File: src/rtl/fetch_controller.sv
// Single-outstanding instruction fetch controller.
// Holds one fetched word for decode and drops stale reads after a redirect.
module fetch_controller #(
  parameter logic [15:0] RESET_PC = 16'h0000,
  parameter int          PC_STEP  = 2
) (
  input  logic        clk,
  input  logic        rst,
  input  logic        stall,
  input  logic        redirect,
  input  logic [15:0] redirect_pc,
  output logic        mem_req,
  output logic [15:0] mem_addr,
  input  logic        mem_ready,
  input  logic [15:0] mem_rdata,
  output logic        ir_valid,
  input  logic        ir_ready,
  output logic [15:0] ir,
  output logic [15:0] ir_pc,
  output logic [15:0] ir_nextpc,
  output logic [7:0]  drop_count
);

  typedef enum logic [1:0] {
    IDLE,
    FETCH,
    HOLD,
    DROP
  } state_t;

  localparam logic [15:0] STEP = 16'(PC_STEP);

  state_t      state_q, state_d;
  logic [15:0] pc_q, pc_d;
  logic [15:0] addr_q, addr_d;
  logic [15:0] ir_q, ir_d;
  logic [15:0] irpc_q, irpc_d;
  logic [15:0] irn_q, irn_d;
  logic [7:0]  drop_q, drop_d;
  logic [15:0] target;
  logic [7:0]  drop_inc;

  assign target   = {redirect_pc[15:1], 1'b0};
  assign drop_inc = (drop_q == 8'hFF) ? drop_q : drop_q + 8'd1;

  always_ff @(posedge clk or negedge rst) begin
    if (!rst) begin
      state_q <= IDLE;
      pc_q    <= RESET_PC;
      addr_q  <= RESET_PC;
      ir_q    <= '0;
      irpc_q  <= '0;
      irn_q   <= '0;
      drop_q  <= '0;
    end else begin
      state_q <= state_d;
      pc_q    <= pc_d;
      addr_q  <= addr_d;
      ir_q    <= ir_d;
      irpc_q  <= irpc_d;
      irn_q   <= irn_d;
      drop_q  <= drop_d;
    end
  end

  always_comb begin
    state_d = state_q;
    pc_d    = pc_q;
    addr_d  = addr_q;
    ir_d    = ir_q;
    irpc_d  = irpc_q;
    irn_d   = irn_q;
    drop_d  = drop_q;
    unique case (state_q)
      IDLE: begin
        state_d = FETCH;
        if (redirect) pc_d = target;
      end
      FETCH: begin
        if (redirect) begin
          pc_d = target;
          if (mem_ready) begin
            drop_d = drop_inc;
          end else begin
            // freeze the in-flight address so the bus stays stable
            addr_d  = pc_q;
            state_d = DROP;
          end
        end else if (mem_ready) begin
          ir_d    = mem_rdata;
          irpc_d  = pc_q;
          irn_d   = pc_q + STEP;
          pc_d    = pc_q + STEP;
          state_d = HOLD;
        end
      end
      HOLD: begin
        if (redirect) begin
          pc_d    = target;
          drop_d  = drop_inc;
          state_d = FETCH;
        end else if (ir_ready && !stall) begin
          state_d = FETCH;
        end
      end
      DROP: begin
        if (redirect) pc_d = target;
        if (mem_ready) begin
          drop_d  = drop_inc;
          state_d = FETCH;
        end
      end
      default: state_d = IDLE;
    endcase
  end

  assign mem_req    = (state_q == FETCH) || (state_q == DROP);
  assign mem_addr   = (state_q == DROP) ? addr_q : pc_q;
  assign ir_valid   = (state_q == HOLD);
  assign ir         = ir_q;
  assign ir_pc      = irpc_q;
  assign ir_nextpc  = irn_q;
  assign drop_count = drop_q;

endmodule

File: config.mk
export PLATFORM = sky130hd
export DESIGN_NAME = fetch_controller
export DESIGN_NICKNAME = d
export VERILOG_FILES = /design/src/rtl/fetch_controller.sv
export SDC_FILE = /design/constraint.sdc
export NUM_CORES = 1
export LEC_CHECK = 0
export CAP_MARGIN = 20
export CORE_MARGIN = 2
export CORE_UTILIZATION = 48
export DETAILED_ROUTE_END_ITERATION = 7
export PLACE_DENSITY = 0.89
export SETUP_SLACK_MARGIN = 0.2
export SLEW_MARGIN = 20
export SYNTH_ARGS = -nofsm -noshare
export SYNTH_HDL_FRONTEND = slang
export SYNTH_SLANG_ARGS = --single-unit
File: constraint.sdc
create_clock -name clk -period 1.8 [get_ports clk]
set_input_delay 0.18 -clock clk [delete_from_list [all_inputs] [get_ports clk]]
set_output_delay 0.18 -clock clk [all_outputs]
set_load 0.01 [all_outputs]
==> results <==
- The flow ran to the end, and the final reports show no timing, DRC or antenna violations.
- The number of buffers created by CTS is 9.
- The switching fraction of total power is 32.54%.
- Setup repair after global routing could not meet its margin everywhere.
- The delay of the slowest cell on the worst path is 410 ps.
- The proportion of power drawn by combinational gates is 42.0%.
- At the later pin of the worst-skew pair, clock insertion delay measures 370 ps.
- For this run, global-route usage on met3 was measured as 5.818%.
- The endpoint of the worst register-to-register path is addr_q[15]$_DFFE_PN0P_.
- Along the worst path, the maximum fanout reaches 7.
- The count of buffers added on input and output ports is 107.
- The library cells used most frequently in the layout, excluding fill and tap cells, are sky130_fd_sc_hd__clkdlybuf4s50_1 (89), sky130_fd_sc_hd__dfrtp_1 (79), sky130_fd_sc_hd__buf_4 (43).
- In this run the standard cell core region covers 8258 sq um.
- The ratio of final minimum period to clock period is 96.90%.
- In this run the horizontal extent of the chip is 96.54 microns.
- The die boundary height is 96.54 microns.
- Setup violations remaining at the end of the flow were counted as 0.
- The final-report max-slew violation count is 0.
- The site row count is 33.
- The cell count after synthesis is 348.
- For this run, the number of Yosys warnings is 0.
- The number of antenna diodes in the final layout is 0.
- The placed cell area is 5484 sq um.
- The first routing iteration left 227 violations.
- Synthesis inferred 86 register bits.
- The detailed placer's ending HPWL is 7.090 mm.
- The area fraction of the dominant cell type after synthesis is 52.36%.
- Wires add up to 12.33 mm.
- The total DRC errors in the routed layout is 0.
- The net switching power is 0.002460 W.
- In this run the power density over the cells is 1218 nW/um^2.
- The class of the most critical hold timing path is input port to async pin.
- The part of the Yosys area used for sequential elements is 52.36%.
- The highest-delay cell along the critical path is sky130_fd_sc_hd__dfrtp_1.
- Timing would allow up to 573.3 MHz.
- The post-layout utilization of the core is 75.12%.
- The initial antenna violation count is 0.
- The remaining global-route overflow is 0.
- Counting flops with an async set or reset pin after synthesis yields a share of 100.0%.
- The critical path contains buffers and inverters numbering 4 combined.
- The portion of total power attributed to sequential cells is 39.7%.
- The cell area after technology mapping is 4110 sq um.
- The pre-antenna-repair detailed-routing pass consisted of 5 iterations.
- The count of endpoints failing hold in the final timing report is 0.
- The number of vias per cell is 5.775.
- For met2 alone, demand over resource in global routing was 41.96%.
- On the final layout, the worst clock skew is 18.16 ps.
- The proportion of layout cells with a drive suffix above 1 is 38.49%.
- The via total after detailed routing is 3517.
- The total routing resource utilization after global routing is 24.06%.
- Of all cell types, the one taking the most synthesized area is sky130_fd_sc_hd__dfrtp_1.
- Dividing the detail-routed wire length by the instance count gives 20.25 microns.
- The busiest metal layer after global routing is met2.
- The congestion estimate from routability-driven global placement came to 0.8572.
- The H-tree generated during clock tree synthesis spans 3 levels.
- The number of cells traversed by the worst register-to-register path is 6.
- The number of global-route vias before repair is 3358.
- Walking the worst path, the cells encountered are buf_4, buf_8, nor4b_4, buf_4, buf_8, mux2_4.
- The finished cells cover 6203 sq um.
- Max-cap violations in this run came to 0.
- In this run, synthesis inferred 0 flip-flops with an integrated enable.
- The critical path is of the flop to flop type.
- The largest net degree at the start of global routing is 37.
- By area the synthesized netlist is led by sky130_fd_sc_hd__dfrtp_1 (52%), sky130_fd_sc_hd__mux2_2 (17%), sky130_fd_sc_hd__nand2_1 (3.8%).
- The clock root buffer master is sky130_fd_sc_hd__clkbuf_8.
- The cell family contributing the most delay on the critical path is buffers and inverters.
- The global-route track usage on met1 is 29.30%.
- TritonCTS built the clock tree.
- Compared with the post-synthesis result, the final layout area differs by 50.93%.
- STA classifies the critical path endpoint as a flop.
- Once the floorplan was initialized, standard cells occupied 49.77% of the core.
- The clock period could shrink to 1744 ps.
- The post-place setup slack is -35.28 ps.
- The most common library cell in the layout ignoring fill and taps is sky130_fd_sc_hd__clkdlybuf4s50_1.
- The internal power consumption is 0.005099 W.
- In this run the count of I/O pins placed on the die edge is 112.
- The clock passes through at most 2 buffers.
- In this run the static leakage power is 2.661 nW.
- At the end of the flow, the number of nets in the layout was 539.
- The number of sinks handled by clock tree synthesis is 86.
- STA puts the critical path data required time at 2040 ps.
- The category of the worst setup path launch point is a flop.
- The clock network fraction of total power is 18.3%.
- The start of the worst register-to-register path is state_q[1]$_DFFE_PN0P_.
- The tightest hold path in the finished design has a slack of 312.9 ps.
- Among all flip-flop cells after synthesis, the most frequent one is sky130_fd_sc_hd__dfrtp_1.
- The largest vdd supply drop is 0.9114 mV.
- In this run the register-to-register setup slack is 60 ps.
- The arrival time at the worst endpoint is 1990 ps.
- Setup total negative slack on the finished layout was measured at 0 ps.
- The remaining antenna violation count is 0.
- The least setup slack across all paths after layout is 55.77 ps.
- The count of cell types in the netlist is 53.
- The average footprint of a synthesized cell is 11.81 sq um.
- The first-pass GRT wire length is 16.92 mm.
- The CTS clock-pin slew for the worst setup and hold paths is 90 ps.
- The die area is 9319 sq um.
-- routing by layer --
layer / wire [microns] / vias to the layer above / share of wire, %
met4: 521 / 0 / 4.2
met1: 4588 / 1742 / 37
met2: 6309 / 196 / 51
li1: - / 1527 / -
met5: 0 / - / 0
met3: 911 / 52 / 7.4
-- power groups by stage --
stage	Clock [W]	Sequential (W)	Combinational [W]
floorplan	0	0.00309	0.00109
global placement	0	0.00294	0.00267
detailed placement	0	0.00298	0.00276
CTS	0.00138	0.00296	0.00297
global route	0.00149	0.00306	0.00340
finish	0.00138	0.00300	0.00317
-- Yosys cell counts, types with 3 or more instances --
library cell / count
sky130_fd_sc_hd__dfrtp_1: 86
sky130_fd_sc_hd__mux2_2: 63
sky130_fd_sc_hd__nand2_1: 42
sky130_fd_sc_hd__o21ai_0: 23
sky130_fd_sc_hd__buf_2: 15
sky130_fd_sc_hd__xnor2_1: 13
sky130_fd_sc_hd__nor2_1: 9
sky130_fd_sc_hd__a21oi_1: 8
sky130_fd_sc_hd__nand4_1: 7
sky130_fd_sc_hd__xor2_1: 7
sky130_fd_sc_hd__buf_4: 6
sky130_fd_sc_hd__clkbuf_1: 5
sky130_fd_sc_hd__nand3_1: 5
sky130_fd_sc_hd__mux2i_1: 4
sky130_fd_sc_hd__a21o_1: 3
sky130_fd_sc_hd__and3_1: 3
sky130_fd_sc_hd__and4_1: 3
sky130_fd_sc_hd__nor2b_1: 3
sky130_fd_sc_hd__nor3_1: 3
-- per-stage QoR --
| step | cells | power [W] |
|---|---|---|
| floorplan | 350 | 0.004180 |
| global placement | 567 | 0.005613 |
| detailed placement | 567 | 0.005749 |
| CTS | 592 | 0.007311 |
| global route | 609 | 0.007951 |
| finish | 609 | 0.007558 |
-- cells by family (layout without fill, tap and decap cells) --
logic type      Yosys count  count (layout)  synth area share (%)
compound gates           50              50                 7.519
xor+xnor                 20              20                 4.262
fa+ha+maj                 2               2                0.6087
buf+inv                  30             184                 4.109
flops                    86              86                 52.36
mux                      67              67                 18.23
other cells               1               3               0.09124
simple gates             92              92                 12.82
-- worst reg2reg max path, cell delays in order, from the launching register on --
cell	delay, ps
sky130_fd_sc_hd__dfrtp_1	410
sky130_fd_sc_hd__buf_4	140
sky130_fd_sc_hd__buf_8	130
sky130_fd_sc_hd__nor4b_4	330
sky130_fd_sc_hd__buf_4	190
sky130_fd_sc_hd__buf_8	120
sky130_fd_sc_hd__mux2_4	300
-- repair_timing --
| action | 4_1_cts | 5_1_grt |
|---|---|---|
| gates resized for setup | 112 | 47 |
| cloned | 0 | 4 |
| endpoints found under the hold margin | 34 | 0 |
| endpoints found under the setup margin | 25 | 53 |
| setup buffers | 8 | 13 |
| pin swaps | 9 | 21 |
| hold buffers | 1 | 0 |
-- flip-flops by register name, indices dropped and copies added, names as in the netlist --
| register | flops |
|---|---|
| ir_nextpc | 15 |
| drop_count | 8 |
| addr_q | 15 |
| ir_pc | 15 |
| state_q | 2 |
| ir | 16 |
| pc_q | 15 |
-- layout make-up --
| type | count | area (sq um) |
|---|---|---|
| Multi-Input combinational cell | 234 | 2057 |
| Clock buffer | 9 | 123.9 |
| Clock inverter | 7 | 72.57 |
| Sequential cell | 86 | 2161 |
| Fill cell | 507 | 2054 |
| Inverter | 2 | 7.507 |
| Tap cell | 105 | 131.4 |
| Timing Repair Buffer | 166 | 1650 |
-- worst max-delay path by stage --
stage / depth (start not counted) / end / start / slack (ps)
after global placement: 5 / addr_q[6]$_DFFE_PN0P_ / redirect / 0.9
after detailed placement: 5 / addr_q[14]$_DFFE_PN0P_ / redirect / -40
after floorplan: 6 / ir_nextpc[13]$_DFFE_PN0P_ / pc_q[2]$_DFFE_PN0P_ / 210
after global routing: 5 / mem_addr[3] / state_q[1]$_DFFE_PN0P_ / 30
final: 6 / addr_q[15]$_DFFE_PN0P_ / state_q[1]$_DFFE_PN0P_ / 60
after CTS: 4 / mem_addr[11] / state_q[1]$_DFFE_PN0P_ / 30
(Power assumes the default switching activity.)
